[src/rtl/dvs_bias_pkg.sv]
`default_nettype none
// ============================================================================
// Module      : dvs_bias_pkg
// Description : Shared bias word type, loader FSM encoding and array size
//               used by the regfile and the bias chain loader.
// Revision    : 1.0 - initial release
// ============================================================================
package dvs_bias_pkg;

    localparam int BIAS_WIDTH      = 24;
    localparam int NUM_BIASES_DFLT = 4;

    typedef logic [BIAS_WIDTH-1:0] bias_word_t;

    typedef enum logic [1:0] {
        IDLE  = 2'd0,
        SHIFT = 2'd1,
        LATCH = 2'd2,
        DONE  = 2'd3
    } loader_state_e;

endpackage
`default_nettype wire

[src/rtl/bias_sclk_gen.sv]
`default_nettype none
// ============================================================================
// Module      : bias_sclk_gen
// Description : CLK_DIV half-period divider for the bias chain shift clock;
//               gives the current phase plus half-period and bit-end strobes.
// Revision    : 1.0 - initial release
// ============================================================================
module bias_sclk_gen
    import dvs_bias_pkg::*;
#(
    parameter int CLK_DIV = 2
) (
    input  logic clk,
    input  logic rst,
    input  logic i_en,
    output logic o_phase_hi,
    output logic o_half_end,
    output logic o_bit_end
);

    localparam int                 c_cnt_w    = (CLK_DIV > 1) ? $clog2(CLK_DIV) : 1;
    localparam logic [c_cnt_w-1:0] c_cnt_last = c_cnt_w'(CLK_DIV - 1);

    logic [c_cnt_w-1:0] r_div_cnt;
    logic               r_phase;
    logic               w_half_end;

    assign w_half_end = i_en && (r_div_cnt == c_cnt_last);

    // Disabled divider parks at the start of a low phase so every load
    // begins with a full-length low half.
    always_ff @(posedge clk) begin
        if (rst || !i_en) begin
            r_div_cnt <= '0;
            r_phase   <= 1'b0;
        end else if (r_div_cnt == c_cnt_last) begin
            r_div_cnt <= '0;
            r_phase   <= ~r_phase;
        end else begin
            r_div_cnt <= r_div_cnt + c_cnt_w'(1);
        end
    end

    assign o_phase_hi = r_phase;
    assign o_half_end = w_half_end;
    assign o_bit_end  = w_half_end && r_phase;

endmodule
`default_nettype wire

[src/rtl/bias_chain_loader.sv]
`default_nettype none
// ============================================================================
// Module      : bias_chain_loader
// Description : Serialises the bias word snapshot into the analog bias shift
//               chain and strobes latch. Optional periodic scrub reload is
//               enabled with `BIAS_LOADER_REFRESH_EN.
// Revision    : 1.0 - initial release
// ============================================================================
module bias_chain_loader
    import dvs_bias_pkg::*;
#(
    parameter int NUM_BIASES  = NUM_BIASES_DFLT,
    parameter int CLK_DIV     = 2
`ifdef BIAS_LOADER_REFRESH_EN
    ,
    parameter int REFRESH_CYC = 2**20
`endif
) (
    input  logic                        clk,
    input  logic                        rst,
    input  bias_word_t [NUM_BIASES-1:0] bias_i,
    input  logic                        load_req,
    output logic                        busy,
    output logic                        done,
    output logic                        bias_sclk,
    output logic                        bias_sdata,
    output logic                        bias_latch,
    output logic [7:0]                  load_count
);

    localparam int                 c_n        = NUM_BIASES * BIAS_WIDTH;
    localparam int                 c_bit_w    = $clog2(c_n + 1);
    localparam logic [c_bit_w-1:0] c_last_bit = c_bit_w'(c_n - 1);

    loader_state_e               r_state;
    loader_state_e               w_state_nxt;
    bias_word_t [NUM_BIASES-1:0] r_shadow;
    logic [c_n-1:0]              w_stream;
    logic [c_bit_w-1:0]          r_bitcnt;
    logic [c_bit_w-1:0]          w_bit_idx;
    logic                        r_pending;
    logic [7:0]                  r_load_count;
    logic                        w_refresh;
    logic                        w_trigger;
    logic                        w_start;
    logic                        w_last_bit;
    logic                        w_div_en;
    logic                        w_phase_hi;
    logic                        w_half_end;
    logic                        w_bit_end;

    // Word NUM_BIASES-1 sits in the top bits, so walking the flattened
    // snapshot from its MSB down gives the required chain order.
    assign w_stream   = r_shadow;
    assign w_bit_idx  = c_last_bit - r_bitcnt;
    assign w_last_bit = (r_bitcnt == c_last_bit);

    assign w_trigger  = load_req || (bias_i != r_shadow) || r_pending || w_refresh;
    assign w_start    = (r_state == IDLE) && w_trigger;
    assign w_div_en   = (r_state == SHIFT) || (r_state == LATCH);

    bias_sclk_gen #(
        .CLK_DIV (CLK_DIV)
    ) u_sclk_gen (
        .clk        (clk),
        .rst        (rst),
        .i_en       (w_div_en),
        .o_phase_hi (w_phase_hi),
        .o_half_end (w_half_end),
        .o_bit_end  (w_bit_end)
    );

    always_ff @(posedge clk) begin
        if (rst) begin
            r_state <= IDLE;
        end else begin
            r_state <= w_state_nxt;
        end
    end

    always_comb begin
        w_state_nxt = r_state;
        busy        = 1'b0;
        done        = 1'b0;
        bias_sclk   = 1'b0;
        bias_sdata  = 1'b0;
        bias_latch  = 1'b0;
        case (r_state)
            IDLE: begin
                if (w_trigger) begin
                    w_state_nxt = SHIFT;
                end
            end
            SHIFT: begin
                busy       = 1'b1;
                bias_sclk  = w_phase_hi;
                bias_sdata = w_stream[w_bit_idx];
                if (w_bit_end && w_last_bit) begin
                    w_state_nxt = LATCH;
                end
            end
            LATCH: begin
                busy       = 1'b1;
                bias_latch = 1'b1;
                if (w_half_end) begin
                    w_state_nxt = DONE;
                end
            end
            DONE: begin
                busy        = 1'b1;
                done        = 1'b1;
                w_state_nxt = IDLE;
            end
            default: begin
                w_state_nxt = IDLE;
            end
        endcase
    end

    // Requests arriving mid-load collapse into a single follow-up load;
    // bias edits need no flag because IDLE re-compares against the snapshot.
    always_ff @(posedge clk) begin
        if (rst) begin
            r_shadow     <= '0;
            r_bitcnt     <= '0;
            r_pending    <= 1'b0;
            r_load_count <= '0;
        end else begin
            if (w_start) begin
                r_shadow  <= bias_i;
                r_bitcnt  <= '0;
                r_pending <= 1'b0;
            end else begin
                if ((r_state != IDLE) && load_req) begin
                    r_pending <= 1'b1;
                end
                if ((r_state == SHIFT) && w_bit_end && !w_last_bit) begin
                    r_bitcnt <= r_bitcnt + c_bit_w'(1);
                end
            end
            if (r_state == DONE) begin
                r_load_count <= r_load_count + 8'd1;
            end
        end
    end

    assign load_count = r_load_count;

`ifdef BIAS_LOADER_REFRESH_EN
    localparam int                  c_idle_w    = $clog2(REFRESH_CYC + 1);
    localparam logic [c_idle_w-1:0] c_idle_last = c_idle_w'(REFRESH_CYC - 1);

    logic [c_idle_w-1:0] r_idle_cnt;

    // Scrub reload after REFRESH_CYC quiet IDLE cycles guards the analog
    // chain against upsets and leakage.
    always_ff @(posedge clk) begin
        if (rst || (r_state != IDLE) || w_start) begin
            r_idle_cnt <= '0;
        end else begin
            r_idle_cnt <= r_idle_cnt + c_idle_w'(1);
        end
    end

    assign w_refresh = (r_state == IDLE) && (r_idle_cnt == c_idle_last);
`else
    assign w_refresh = 1'b0;
`endif

endmodule
`default_nettype wire

[config.mk]
export PLATFORM = sky130hd
export DESIGN_NAME = bias_chain_loader
export DESIGN_NICKNAME = d
export VERILOG_FILES = /design/src/rtl/dvs_bias_pkg.sv /design/src/rtl/bias_sclk_gen.sv /design/src/rtl/bias_chain_loader.sv
export SDC_FILE = /design/constraint.sdc
export NUM_CORES = 1
export LEC_CHECK = 0
export CORE_MARGIN = 1.5
export CORE_UTILIZATION = 48
export CTS_CLUSTER_DIAMETER = 40
export DETAILED_ROUTE_END_ITERATION = 12
export PLACE_DENSITY = 0.77
export SYNTH_ARGS = -nofsm -noshare
export SYNTH_HDL_FRONTEND = slang
export SYNTH_SLANG_ARGS = --single-unit
[constraint.sdc]
create_clock -name clk -period 2.9 [get_ports clk]
set_input_delay 0.58 -clock clk [delete_from_list [all_inputs] [get_ports clk]]
set_output_delay 0.58 -clock clk [all_outputs]
set_load 0.005 [all_outputs]
==> metrics, run 1 <==
Synth warnings=0; max-slew violations=0; total gr overflow=0; DP HPWL=13520 µm; Worst-Skew Late Latency=0.42 ns; Starting Density=0.4932; clk buf depth=2; post-synthesis area per instance=10.07 µm²; fillers=892; Reg clk slew, reported paths=0.05 ns; Residual DRC=0; synthesized flop and latch total=116; Worst Tran Pin Value=0.5987 ns; Finished Core Util=0.7017; Ant. Diodes=0; status=finished with violations; Most used DFF post-synth=dfxtp_1; Yosys top cell by area=dfxtp_1; Worst Path Required=2.32 ns; Min-Delay Path Class=input port to register; Cell Pwr Density=809.9 nW/µm²; worst vdd ir=455.2 µV; layout cells sized above 1=0.1788; Post-synth top cells=118 x nor2_1, 116 x dfxtp_1, 102 x mux2i_1, 70 x xnor2_1, 28 x mux4_2; final RePlAce weighted congestion=0.9009; Critical Path AT=2.64 ns; Setup WS post-layout=-0.3203 ns; post-route ant nets=0; # setup viols final=1; largest net degree at the start of global routing=58; Post-Route WL=18990 µm; vias post-DR=5462; initial antenna violation count=0; endpoints failing hold=0; nets@finish=888; P_leak=3.536 nW; initial DRC count=508; CTS H-tree depth=4; root buf cell=clkbuf_16; critical path launch point type=register; Die Height=116.9 µm; FMAX=0.3105 GHz; Total GRT Usage=0.2779; io pins=112; Die W=116.9 µm; Clock Skew=0.01168 ns; port bufs=111; RSZ-0062 raised after global routing=yes; wire length per cell=19.65 µm; worst setup path class=register to output port; Syn Nets=724; ys async rst share=0; Row Count=41; CTS tree=done; drt via density=5.654; top post-synthesis cells by area=dfxtp_1 37%, mux2i_1 16%, mux4_2 10%; EDFF count, synth=0; synthesized netlist cell count=618; Max-slew headroom=0.6009; Num CTS Buffers=17; first-pass GRT wire length=27820 µm; die area=13660 µm²; most instantiated library cell after synthesis=nor2_1; failing checks=setup timing; synth unique cells=41; total power=7.172 mW; fin crit period=3.220 ns; Sink Count=116; core area=12620 µm²; hold buffer count at CTS=0; max-capacitance violation count=0; Setup TNS=-0.3203 ns; crit path max fanout=6; vias in the first global route=5363; drt pass-1 iters=7; Syn Std Cell Area=6223 µm²; top-area cell type share of the netlist area=0.3731; area delta synth->final=42.28%; crit end category=output port; sequential-to-total area share from yosys stat=0.3731; final period utilization=1.110
==> per-stage QoR <==
step / instance area, µm² / instances / hold WS (ns) / worst slack [ns]
after floorplan: 6225 / 618 / 0.4495 / 0.09096
after global placement: 7870 / 917 / 0.4623 / -0.4072
after detailed placement: 7870 / 917 / 0.4929 / -0.5471
after CTS: 8602 / 957 / 0.5020 / -0.2909
after global routing: 8855 / 966 / 0.4932 / -0.3772
final: 8855 / 966 / 0.4717 / -0.3203
==> flip-flops by register name, summed over array words and instances (netlist names) <==
register	flops
u_sclk_gen.o_phase_hi	1
u_sclk_gen.r_div_cnt	1
r_bitcnt	7
load_count	8
r_state	2
r_shadow	96
r_pending	1
==> worst max-delay path: stages (launching register included) <==
cell      delay (ns)
dfxtp_4         0.39
buf_12          0.15
mux4_2          0.51
mux2_2          0.30
a31oi_1         0.23
o311ai_2        0.15
o311a_1         0.37
buf_2           0.14
==> worst paths after layout <==
| kind | startpoint | endpoint | slack, ns | depth (start not counted) |
|---|---|---|---|---|
| max | r_bitcnt[0] | bias_sdata | -0.32 | 7 |
| min | bias_i[10] | r_shadow[10] | 0.47 | 3 |
| max reg2reg | r_shadow[10] | r_shadow[57] | 0.28 | 13 |
| min reg2reg | load_count[7] | load_count[7] | 0.49 | 2 |
==> logic make-up (layout without fill, tap and decap cells) <==
family | Yosys count | after routing | synth area share
simple gates | 191 | 191 | 0.1415
flops | 116 | 116 | 0.3731
fa+ha+maj | 7 | 7 | 0.01407
buf+inv | 53 | 229 | 0.04162
compound gates | 33 | 33 | 0.03961
mux | 132 | 132 | 0.2690
xor+xnor | 86 | 86 | 0.1210
==> placed cells by master, fill, tap and decap left out, types with 3 or more instances in the layout <==
cell / count
nor4_1: 3
xor2_1: 16
ha_1: 7
mux4_2: 28
o22ai_1: 5
clkinv_2: 3
clkbuf_1: 6
buf_6: 4
nand4_1: 25
mux2i_1: 98
buf_4: 44
mux2i_2: 3
nor2_1: 118
nand2b_1: 3
nand2_1: 8
a2111o_1: 6
dlymetal6s2s_1: 10
inv_1: 20
nor3_1: 3
xnor2_2: 6
clkbuf_8: 4
clkbuf_16: 22
a21oi_1: 6
xnor2_1: 64
clkdlybuf4s50_1: 99
dfxtp_1: 115
buf_12: 14
nor2b_1: 17
==> cell type report <==
type / count / area, µm² / area share
sequential: 116 / 2326 / 0.2627
clock inverter: 4 / 22.52 / 0.002543
timing repair buffer: 178 / 1929 / 0.2179
tap: 172 / 215.2 / 0.02430
inverter: 20 / 75.07 / 0.008478
clock buffer: 27 / 503.0 / 0.05680
multi-input combinational: 449 / 3784 / 0.4273
==> repair_timing <==
item,CTS,global route
endpoints found under the setup margin,94,94
buffers inserted,6,6
gates resized for setup,17,29
cloned,3,5
pin swaps,1,15
==> metal layers <==
metal | share of wire | wire (µm) | vias up | GRT usage
met5 | 0 | 0 | - | 0
met4 | 0.034 | 650 | 0 | 0.1124
met3 | 0.072 | 1371 | 50 | 0.06231
met2 | 0.50 | 9501 | 250 | 0.4760
met1 | 0.39 | 7463 | 2656 | 0.3405
li1 | - | - | 2506 | -
==> report_power, final <==
part,internal [mW],leakage (nW),switching (mW)
combinational,1.67,2.32,1.24
clock,1.17,0.257,0.708
sequential,1.97,0.958,0.405
Power figures use the tool's default switching activity.
==> run 2: changes to the inputs <==
--- a/config.mk
+++ b/config.mk
@@ -9,6 +9,7 @@
 export CORE_UTILIZATION = 48
 export CTS_CLUSTER_DIAMETER = 40
 export DETAILED_ROUTE_END_ITERATION = 12
+export MAX_ROUTING_LAYER = met4
 export PLACE_DENSITY = 0.77
 export SYNTH_ARGS = -nofsm -noshare
 export SYNTH_HDL_FRONTEND = slang
==> metrics, run 2 (same netlist as run 1, synthesis figures left out) <==
Reg area=2326 µm² (unchanged); total gr overflow=0 (unchanged); area delta synth->final=39.79%; Sink Count=116 (unchanged); drt pass-1 iters=7 (unchanged); Worst-Skew Late Latency=0.42 ns (about the same); vias post-DR=5424 (-0.70%); largest register by flop count=r_shadow; fin cells=950 (-1.7%); Post-Route WL=18560 µm (-2.2%); status=finished with violations; DP HPWL=13230 µm (-2.2%); placed cells=911 (-0.65%); failing checks=setup timing; Max-slew headroom=0.5875 (-0.01336); R2R Setup Slk=0.20 ns (-0.08 ns); critical path launch point type=register; Row Count=41 (unchanged); layout cells sized above 1=0.1684 (-0.01046); Worst Path Required=2.32 ns (about the same); area of the multi-input gates=3774 µm² (-0.26%); crit path max fanout=5 (-1); Starting Density=0.4932 (unchanged); Critical Path AT=2.59 ns (-0.05 ns); final period utilization=1.092 (-0.01886); worst vdd ir=397.4 µV (-13%); port bufs=111 (unchanged); worst setup path class=register to output port; Cell Pwr Density=836.6 nW/µm² (+3.3%); RSZ-0062 raised after global routing=yes; vias in the first global route=5154 (-3.9%); drt via density=5.709 (+0.98%); Min-Delay Path Class=input port to register; largest net degree at the start of global routing=58 (unchanged); FMAX=0.3159 GHz (+1.7%); hold_sp=bias_i[10]; P_leak=3.402 nW (-3.8%); die area=13660 µm² (unchanged); post-route cell area=8700 µm² (-1.8%); Reg-to-Reg Start=r_shadow[23]; io pins=112 (unchanged); endpoints failing hold=0 (unchanged); commonest non-fill, non-tap cell in the layout=nor2_1; max-capacitance violation count=0 (unchanged); max FFs per register=96 (unchanged); post-route ant nets=0 (unchanged); Setup WS post-layout=-0.2657 ns (+0.05468 ns); # setup viols final=2 (+1); Die W=116.9 µm (unchanged); nets@finish=871 (-1.9%); DP Area=7787 µm² (-1.0%); Ant. Diodes=0 (unchanged); clk buf depth=2 (unchanged); max-slew violations=0 (unchanged); CTS tree=done; Reg clk slew, reported paths=0.06 ns (about the same); initial DRC count=494 (-2.8%); Total GRT Usage=0.2778 (about the same); core area=12620 µm² (unchanged); fin crit period=3.166 ns (-0.05468 ns); crit path from=r_bitcnt[0]; Residual DRC=0 (unchanged); fillers=902 (+1.1%); CTS H-tree depth=4 (unchanged); Die Height=116.9 µm (unchanged); Worst Tran Pin Value=0.6188 ns (+0.02004 ns); Clock Skew=0.008891 ns (-0.002787 ns); crit end category=output port; hold buffer count at CTS=0 (unchanged); first-pass GRT wire length=27110 µm (-2.6%); Setup WS pre-CTS=-0.4763 ns (+0.07081 ns); final RePlAce weighted congestion=0.9095 (+0.95%); initial antenna violation count=0 (unchanged); root buf cell=clkbuf_16; wire length per cell=19.54 µm (-0.59%); Num CTS Buffers=17 (unchanged); commonest non-fill, non-tap cells in the layout=118 x nor2_1, 115 x dfxtp_1, 104 x clkdlybuf4s50_1, 101 x mux2i_1, 65 x xnor2_1
-- run 2: path summary, 6_finish.rpt --
path	end	cells after the start
setup reg to reg	r_shadow[35]	9
hold reg to reg	load_count[7]	2
hold / removal	r_shadow[10]	3
setup / recovery	bias_sdata	8
-- run 2: critical path, cell delays in order, from the launching register on --
cell and delay [ns]:
dfxtp_4 0.41, buf_12 0.14, buf_6 0.10, mux4_2 0.54, mux4_2 0.50, o21ai_1 0.15
nor2_1 0.05, o311a_1 0.12, buf_2 0.14
-- run 2: final cells by class --
cell class | instances | area share
Sequential cell | 116 | 0.2674
Tap cell | 172 | 0.02474
Clock inverter | 15 | 0.02373
Inverter | 20 | 0.008629
Clock buffer | 17 | 0.04890
Timing Repair Buffer | 161 | 0.1929
Multi-Input combinational cell | 449 | 0.4338
-- run 2: stage by stage --
stage	TNS [ns]	power (mW)	utilization	hold WS, ns
5_1_grt	-2.659	7.548	0.6894	0.5095
4_1_cts	-0.2486	7.011	0.6755	0.4886
6_report	-0.2923	7.278	0.6894	0.4678
3_3_place_gp	-43.67	4.661	0.6171	0.4616
3_5_place_dp	-41.53	4.757	0.6171	0.4810
2_1_floorplan	0	3.958	-	0.4495
-- run 2: power breakdown --
group,total [mW],internal (mW),switching [mW]
Combinational,2.67,1.46,1.20
Sequential,2.37,1.97,0.399
Clock,2.24,1.44,0.799
-- run 2: repair_timing --
| item | 4_1_cts | 5_1_grt |
|---|---|---|
| gates resized for setup | 16 | 27 |
| gates cloned | 2 | 3 |
| endpoints found under the hold margin | 0 | 0 |
| buffers inserted | 2 | 2 |
| pin swaps | 1 | 13 |
| endpoints found under the setup margin | 64 | 104 |
-- run 2: layer usage --
layer  track usage  routed length, µm  vias to the layer above
li1              -                  -                     2479
met1        0.3390               7374                     2615
met2        0.4526               9015                      274
met3       0.05561               1577                       56
met4        0.1141                595                        0
met5             -                  0                        -
==> run 3: changes to the inputs <==
--- a/config.mk
+++ b/config.mk
@@ -5,11 +5,11 @@
 export SDC_FILE = /design/constraint.sdc
 export NUM_CORES = 1
 export LEC_CHECK = 0
+export ABC_AREA = 0
 export CORE_MARGIN = 1.5
 export CORE_UTILIZATION = 48
 export CTS_CLUSTER_DIAMETER = 40
 export DETAILED_ROUTE_END_ITERATION = 12
-export MAX_ROUTING_LAYER = met4
 export PLACE_DENSITY = 0.77
 export SYNTH_ARGS = -nofsm -noshare
 export SYNTH_HDL_FRONTEND = slang
==> results of run 3 <==
No change in the layout: final DEF, timing and power equal those of run 1.
